File: config.mk
export PLATFORM = sky130hd
export DESIGN_NAME = program_loader
export DESIGN_NICKNAME = d
export VERILOG_FILES = /design/src/rtl/program_loader.sv
export SDC_FILE = /design/constraint.sdc
export NUM_CORES = 1
export LEC_CHECK = 0
export ABC_CLOCK_PERIOD_IN_PS = 2900
export BUFFER_PORTS_ARGS = -buffer_cell sky130_fd_sc_hd__buf_2
export CORE_ASPECT_RATIO = 1.75
export CORE_MARGIN = 2
export CORE_UTILIZATION = 61
export DETAILED_ROUTE_END_ITERATION = 8
export HOLD_SLACK_MARGIN = 0.1
export PLACE_DENSITY_LB_ADDON = 0.15
export SLEW_MARGIN = 10
export SYNTH_ARGS = -nofsm -noshare
export SYNTH_HDL_FRONTEND = slang
export SYNTH_SLANG_ARGS = --single-unit
File: constraint.sdc
create_clock -name clk -period 2.9 [get_ports clk]
set_input_delay 0.145 -clock clk [delete_from_list [all_inputs] [get_ports clk]]
set_output_delay 0.145 -clock clk [all_outputs]
set_load 0.05 [all_outputs]
File: src/rtl/program_loader.sv
// program_loader: framed byte-stream boot loader that writes CPU instruction memory
// and releases the CPU from reset once a checksum-verified image is loaded.
`default_nettype none

module program_loader #(
  parameter logic [15:0] ADDR_BASE = 16'h0000,
  parameter int          MAX_WORDS = 256
) (
  input  logic        clk,
  input  logic        reset_n,
  input  logic        start,
  input  logic [7:0]  byte_in,
  input  logic        byte_valid,
  output logic        byte_ready,
  output logic [15:0] instruction_in,
  output logic [15:0] load_address,
  output logic        load_instruction,
  output logic        pc_reset,
  output logic        busy,
  output logic        done,
  output logic        error
);

  typedef enum logic [3:0] {
    IDLE    = 4'd0,
    LEN_HI  = 4'd1,
    LEN_LO  = 4'd2,
    DATA_HI = 4'd3,
    DATA_LO = 4'd4,
    WRITE   = 4'd5,
    CHECK   = 4'd6,
    RUN     = 4'd7,
    ERROR   = 4'd8
  } state_t;

  localparam logic [16:0] MAX_LEN = 17'(MAX_WORDS);

  state_t      state;
  state_t      next_state;
  logic [7:0]  len_hi;
  logic [15:0] remaining;
  logic [7:0]  sum;
  logic        accept;
  logic        start_ok;
  logic [15:0] len_full;

  assign accept   = byte_valid & byte_ready;
  assign start_ok = start & ((state == IDLE) | (state == RUN) | (state == ERROR));
  assign len_full = {len_hi, byte_in};

  always_comb begin
    next_state = state;
    case (state)
      IDLE, RUN, ERROR: if (start_ok) next_state = LEN_HI;
      LEN_HI:  if (accept) next_state = LEN_LO;
      LEN_LO: begin
        if (accept) begin
          if ({1'b0, len_full} > MAX_LEN) next_state = ERROR;
          else if (len_full == 16'd0)     next_state = CHECK;
          else                            next_state = DATA_HI;
        end
      end
      DATA_HI: if (accept) next_state = DATA_LO;
      DATA_LO: if (accept) next_state = WRITE;
      WRITE:   next_state = (remaining == 16'd1) ? CHECK : DATA_HI;
      CHECK: begin
        if (accept) next_state = (byte_in == sum) ? RUN : ERROR;
      end
      default: next_state = IDLE;
    endcase
  end

  // Status outputs are registered by decoding the next state, so they line up
  // with the state they describe without any output decode after the flops.
  always_ff @(posedge clk or negedge reset_n) begin
    if (!reset_n) begin
      state            <= IDLE;
      pc_reset         <= 1'b1;
      load_instruction <= 1'b0;
      byte_ready       <= 1'b0;
      busy             <= 1'b0;
      done             <= 1'b0;
      error            <= 1'b0;
    end else begin
      state            <= next_state;
      pc_reset         <= (next_state != RUN);
      load_instruction <= (next_state == WRITE);
      byte_ready       <= (next_state == LEN_HI) || (next_state == LEN_LO) ||
                          (next_state == DATA_HI) || (next_state == DATA_LO) ||
                          (next_state == CHECK);
      busy             <= (next_state == LEN_HI) || (next_state == LEN_LO) ||
                          (next_state == DATA_HI) || (next_state == DATA_LO) ||
                          (next_state == WRITE) || (next_state == CHECK);
      done             <= (next_state == RUN);
      error            <= (next_state == ERROR);
    end
  end

  always_ff @(posedge clk or negedge reset_n) begin
    if (!reset_n) begin
      len_hi         <= 8'd0;
      remaining      <= 16'd0;
      sum            <= 8'd0;
      instruction_in <= 16'd0;
      load_address   <= ADDR_BASE;
    end else begin
      if (start_ok) begin
        sum          <= 8'd0;
        load_address <= ADDR_BASE;
      end
      case (state)
        LEN_HI: if (accept) begin
          len_hi <= byte_in;
          sum    <= sum + byte_in;
        end
        LEN_LO: if (accept) begin
          remaining <= len_full;
          sum       <= sum + byte_in;
        end
        DATA_HI: if (accept) begin
          instruction_in[15:8] <= byte_in;
          sum                  <= sum + byte_in;
        end
        DATA_LO: if (accept) begin
          instruction_in[7:0] <= byte_in;
          sum                 <= sum + byte_in;
        end
        WRITE: begin
          load_address <= load_address + 16'd1;
          remaining    <= remaining - 16'd1;
        end
        default: ;
      endcase
    end
  end

endmodule

`default_nettype wire

* After elaboration in Yosys (flattened, before gate mapping)
Cells that the tools add are included. W data, S select, Z words.
Storage, ports and cells: flip-flop bits (word level) 74, output and inout bits 38
Cells by class: $add $sub $neg 3, $lt $le $gt $ge 1, equal/unequal tests 20, multiplexer cells 18, bitwise gates (word level) 4, reduce and logical (&&, ||, !) cells 16
Operators with widths (count):
- $mux W16 | 3
- $eq A4 B3 Y1 const B | 8
- $mux W4 | 8
- $pmux W16 S2 | 1
- $pmux W4 S7 | 1
- $mux W8 | 3
- $add A16 B1 Y16 const B | 1
- $eq A16 B1 Y1 const B | 1
- $eq A4 B2 Y1 const B | 4
- $gt A16 B9 Y1 const B | 1
- $logic_not A16 Y1 | 1
- $sub A16 B1 Y16 const B | 1
- $add A8 B8 Y8 | 1
- $eq A4 B1 Y1 const B | 2
- $eq A4 B4 Y1 const B | 2
- $eq A8 B8 Y1 | 1
- $reduce_and A2 Y1 | 4
- $logic_or A1 B1 Y1 | 6
- $mux W3 | 2
- $logic_not A4 Y1 | 1
- $ne A4 B3 Y1 const B | 1
- $reduce_bool A2 Y1 | 2
- $reduce_or A4 Y1 | 1
- $reduce_or A3 Y1 | 1
- 3 further kinds | 5

* Longest topological paths before layout
depth in word-level cells 12, depth in mapped cells 8, mapped depth without buffers 8

* Worst setup path before layout
OpenSTA, ideal clock, no wires.
kind reg2reg, start register byte_ready, end register done, arrival 2.019 ns, path slack 0.762 ns, cell stages (with the launch flop) 8, buffers on the path 2, clock period less this slack 2.138 ns, cells stage by stage dfrtp_1 and2_0 clkbuf_1 nand4b_1 nor4b_1 or4_1 buf_2 and2_1
Between the ends: longest elaborated chain between the ends 4
Ends and longest elaborated chain:
- from (decl) | RTL line 14 | output logic byte_ready,
- from (signal assigned) | RTL line 88 | byte_ready <= (next_state == LEN_HI) || (next_state == LEN_LO) ||
- $and A1 B1 Y1 (*) | RTL line 47 | assign accept = byte_valid & byte_ready;
- $mux W4 (on tied branches)
- $pmux W4 S7 (*) | RTL line 53 | case (state)
- via next_state[0] | RTL line 39 | state_t next_state;
- $eq A4 B3 Y1 (*) | RTL line 94 | done <= (next_state == RUN);
- to (signal assigned) | RTL line 94
- to (decl) | RTL line 20 | output logic done,
The timed path passes the listed nets; every way through them passes the cells marked *. A chain may end at the register's enable or synchronous reset.

* Worst setup path in the final report
start input port byte_in[5], end register busy
Between the ends: longest elaborated chain between the ends 11
Ends and longest elaborated chain:
- from (decl) | RTL line 12 | input logic [7:0] byte_in,
- parallel branches: the longest is 4 deep, another holds $gt A16 B9 Y1
- $pmux W4 S7 (*) | RTL line 53
- $eq A4 B1 Y1 / $eq A4 B2 Y1 (equally long branches) | RTL line 91 | busy <= (next_state == LEN_HI) || (next_state == LEN_LO) ||
- $logic_or A1 B1 Y1 (2 in series) | RTL line 91
- $logic_or A1 B1 Y1 (2 in series) | RTL line 92 | (next_state == DATA_HI) || (next_state == DATA_LO) ||
- $logic_or A1 B1 Y1 (*) | RTL line 93 | (next_state == WRITE) || (next_state == CHECK);
- to (signal assigned) | RTL line 91
- to (decl) | RTL line 19 | output logic busy,
Mark *: on every way between the ends.

==> results.md <==
* Final hold vios at 0
* Antenna Cells at 0
* Post-synth cell types at 62
* Maximum clock rate at 0.426 GHz
* Initial drt markers at 185
* Tcrit/Tclk final at 0.809
* Synthesized area per cell at 9.80 um2
* CTS tree: done
* Die Y-Extent at 109 um
* Register area share after synthesis at 0.484
* Cell count after synthesis at 391
* Synthesized flop and latch total at 74
* Max Cap Violations at 0
* Worst r2r src: state[1]$_DFF_PN0_
* Area growth syn-to-layout at 14.6%
* Min Tclk post-route at 2.35 ns
* Num CTS Buffers at 9
* CORE AREA at 6130 um2
* Final nets at 466
* Clk Tree Root Cell: clkbuf_8
* Pre-CTS setup slack at 0.741 ns
* Hold endpoint: instruction_in[6]$_DFFE_PN0P_
* Filler cell count at 475
* Io pins at 50
* CTS Buffer Depth at 2
* Post-Route WL at 9000 um
* Clk slew on worst S/H paths at 0.07 ns
* # port buffers at 49
* Final HPWL DP at 6520 um
* Number of cells on the worst hold path at 3
* Avg WL per Cell at 17.0 um
* Layout cells sized above 1 at 0.212
* Critical path data arrival time at 2.56 ns
* Post-DRT Antenna Nets at 0
* Worst hold path class: primary input to flop
* Most used DFF post-synth: dfrtp_1
* Placed instance count at 510
* Via density at 6.21
* Starting Density at 0.625
* Worst-Skew Late Latency at 0.35 ns
* Crit path kind: primary input to flop
* RSZ-0062 raised after global routing: no
* Vias in the first global route at 3197
* First-pass GRT wire length at 15100 um
* Final instance area at 4390 um2
* R2R setup slack at 0.68 ns
* Largest net degree at the start of global routing at 39
* CP max FO at 6
* Site row count at 38
* Leak at 2.07 nW
* Number of enable flip-flop cells after synthesis at 0
* First-pass DRT Iterations at 7
* Vias post-DR at 3280
* Max-slew headroom at 0.417
* PD cells at 1020 nW/um2
* H-tree depth at 3
* Worst r2r dst: load_address[15]$_DFFE_PN0P_
* FFs w/ async S/R, synth at 1.00
* Area after DPL at 4170 um2
* GR Util All Layers at 0.285
* VDD IR max at 0.696 mV
* Worst-Margin Slew at 0.874 ns
* Antenna violations before repair at 0
* GRT overflow at 0
* CP endpoint kind: flop
* Die area at 6960 um2
* Worst path required time at 3.12 ns
* Yosys warns at 0
* Synthesized area at 3830 um2
* CP Launch Type: primary input
* Num Clock Sinks at 74
* Setup TNS at 0 ns
* DIE WIDTH at 63.9 um
* DRC viols at 0
* Hold Startpoint: byte_in[6]
* Placer Congestion at 0.895
* Status: finished clean
* Finish-stage setup viols at 0
* Non-filler cells in the finished layout at 528
* Setup ws final at 0.555 ns
* Final count of pins violating max slew at 0
* Cells on worst reg2reg path at 5
* Post-synth net total at 414
* Post-CTS setup repair buffer count at 0
* Worst Skew at 0.00944 ns
-- sequential cells by signal, summed over array words and instances, names as in the netlist --
register / cells
busy: 1
byte_ready: 1
done: 1
error: 1
instruction_in: 16
len_hi: 8
load_address: 16
load_instruction: 1
pc_reset: 1
remaining: 16
state: 4
sum: 8
-- layer usage --
layer / GRT usage / share of wire / routed length [um]
met1: 0.322 / 0.40 / 3560
met2: 0.519 / 0.53 / 4810
met3: 0.0506 / 0.045 / 404
met4: 0.126 / 0.025 / 228
met5: 0 / 0 / 0
-- power breakdown --
group	switching, mW	internal [mW]	leakage [nW]
Clock	0.371	0.445	0.107
Combinational	1.23	0.706	1.01
Sequential	0.348	1.40	0.945
-- placed cells by master, fill, tap and decap left out, drive strengths merged, types with 4 or more instances in the layout --
| master | Yosys | layout |
|---|---|---|
| dfrtp | 73 | 73 |
| nand2 | 62 | 62 |
| buf | 6 | 55 |
| o21ai | 25 | 25 |
| nor2 | 22 | 22 |
| nand3 | 21 | 21 |
| mux2 | 15 | 15 |
| inv | 12 | 13 |
| a21oi | 12 | 12 |
| clkbuf | 10 | 12 |
| nor3 | 12 | 12 |
| mux2i | 10 | 10 |
| ha | 10 | 10 |
| nor4 | 10 | 10 |
| or3 | 5 | 5 |
| or4 | 5 | 5 |
| o211ai | 5 | 5 |
| a22o | 5 | 5 |
| o311ai | 5 | 5 |
| nand4 | 5 | 5 |
| nor2b | 4 | 4 |
| and2 | 4 | 4 |
-- cells in the mapped netlist (4+ instances only) --
master	n	area, um2
o311ai_0	5	43.8
nor2b_1	4	25.0
nand3_1	21	105
nor3_1	10	50.1
nand4_1	4	25.0
nor2_1	22	82.6
clkbuf_1	10	37.5
o21ai_0	25	125
or4_1	5	37.5
mux2i_1	10	100
nand2_1	62	233
ha_1	10	125
nor4_1	9	56.3
inv_1	12	45.0
a22o_1	5	43.8
o211ai_1	5	37.5
dfrtp_1	73	1830
a21oi_1	12	60.1
mux2_2	15	169
or3_1	5	31.3
buf_2	6	30.0
-- layout make-up --
class / instances / area (um2) / share of cell area
Inverter: 13 / 48.8 / 0.0111
Clock inverter: 4 / 48.8 / 0.0111
Multi-Input combinational cell: 288 / 1860 / 0.424
Sequential cell: 74 / 1850 / 0.422
Timing Repair Buffer: 57 / 323 / 0.0735
Clock buffer: 12 / 155 / 0.0353
Tap cell: 80 / 100 / 0.0228
-- cell families after synthesis --
| group | count (synthesis) | synth area share |
|---|---|---|
| flip-flops | 74 | 0.484 |
| adder cells (fa/ha/maj) | 11 | 0.0379 |
| multiplexers | 25 | 0.0702 |
| AND/OR/NAND/NOR | 168 | 0.228 |
| AO/OA/AOI/OAI | 80 | 0.141 |
| buffers and inverters | 29 | 0.0304 |
| XOR/XNOR | 4 | 0.00914 |
-- how the worst max path moves through the flow --
stage	start	to	slack, ns	cells after the start
after floorplan	byte_ready$_DFF_PN0_	done$_DFF_PN0_	0.76	7
after global placement	remaining[7]$_DFFE_PN0P_	done$_DFF_PN0_	0.80	5
after detailed placement	state[1]$_DFF_PN0_	load_address[15]$_DFFE_PN0P_	0.74	5
after CTS	byte_in[5]	busy$_DFF_PN0_	0.62	8
after global routing	byte_in[5]	busy$_DFF_PN0_	0.39	8
final	byte_in[5]	busy$_DFF_PN0_	0.55	8
-- through the flow --
step	utilization	hold WS, ns	total power, mW
after floorplan	-	-0.151	3.20
after global placement	0.680	0.297	3.61
after detailed placement	0.680	0.307	3.68
after CTS	0.716	0.105	4.50
after global routing	0.716	0.118	4.80
final	0.716	0.116	4.50
-- worst max-delay path, cell delays in order --
cell           delay, ns
dlygate4sd3_1       0.54
buf_2               0.18
ha_1                0.38
nor4_1              0.46
a31oi_1             0.15
o31ai_1             0.39
o31a_1              0.24
mux2i_1             0.08
-- repair_timing --
| action | CTS | global route |
|---|---|---|
| endpoints found under the hold margin | 37 | 0 |
| gates resized for setup | 0 | 0 |
| hold buffers | 2 | 0 |
| setup endpoints to repair | 0 | 0 |
Note: power is estimated with default switching activity, not from simulation.
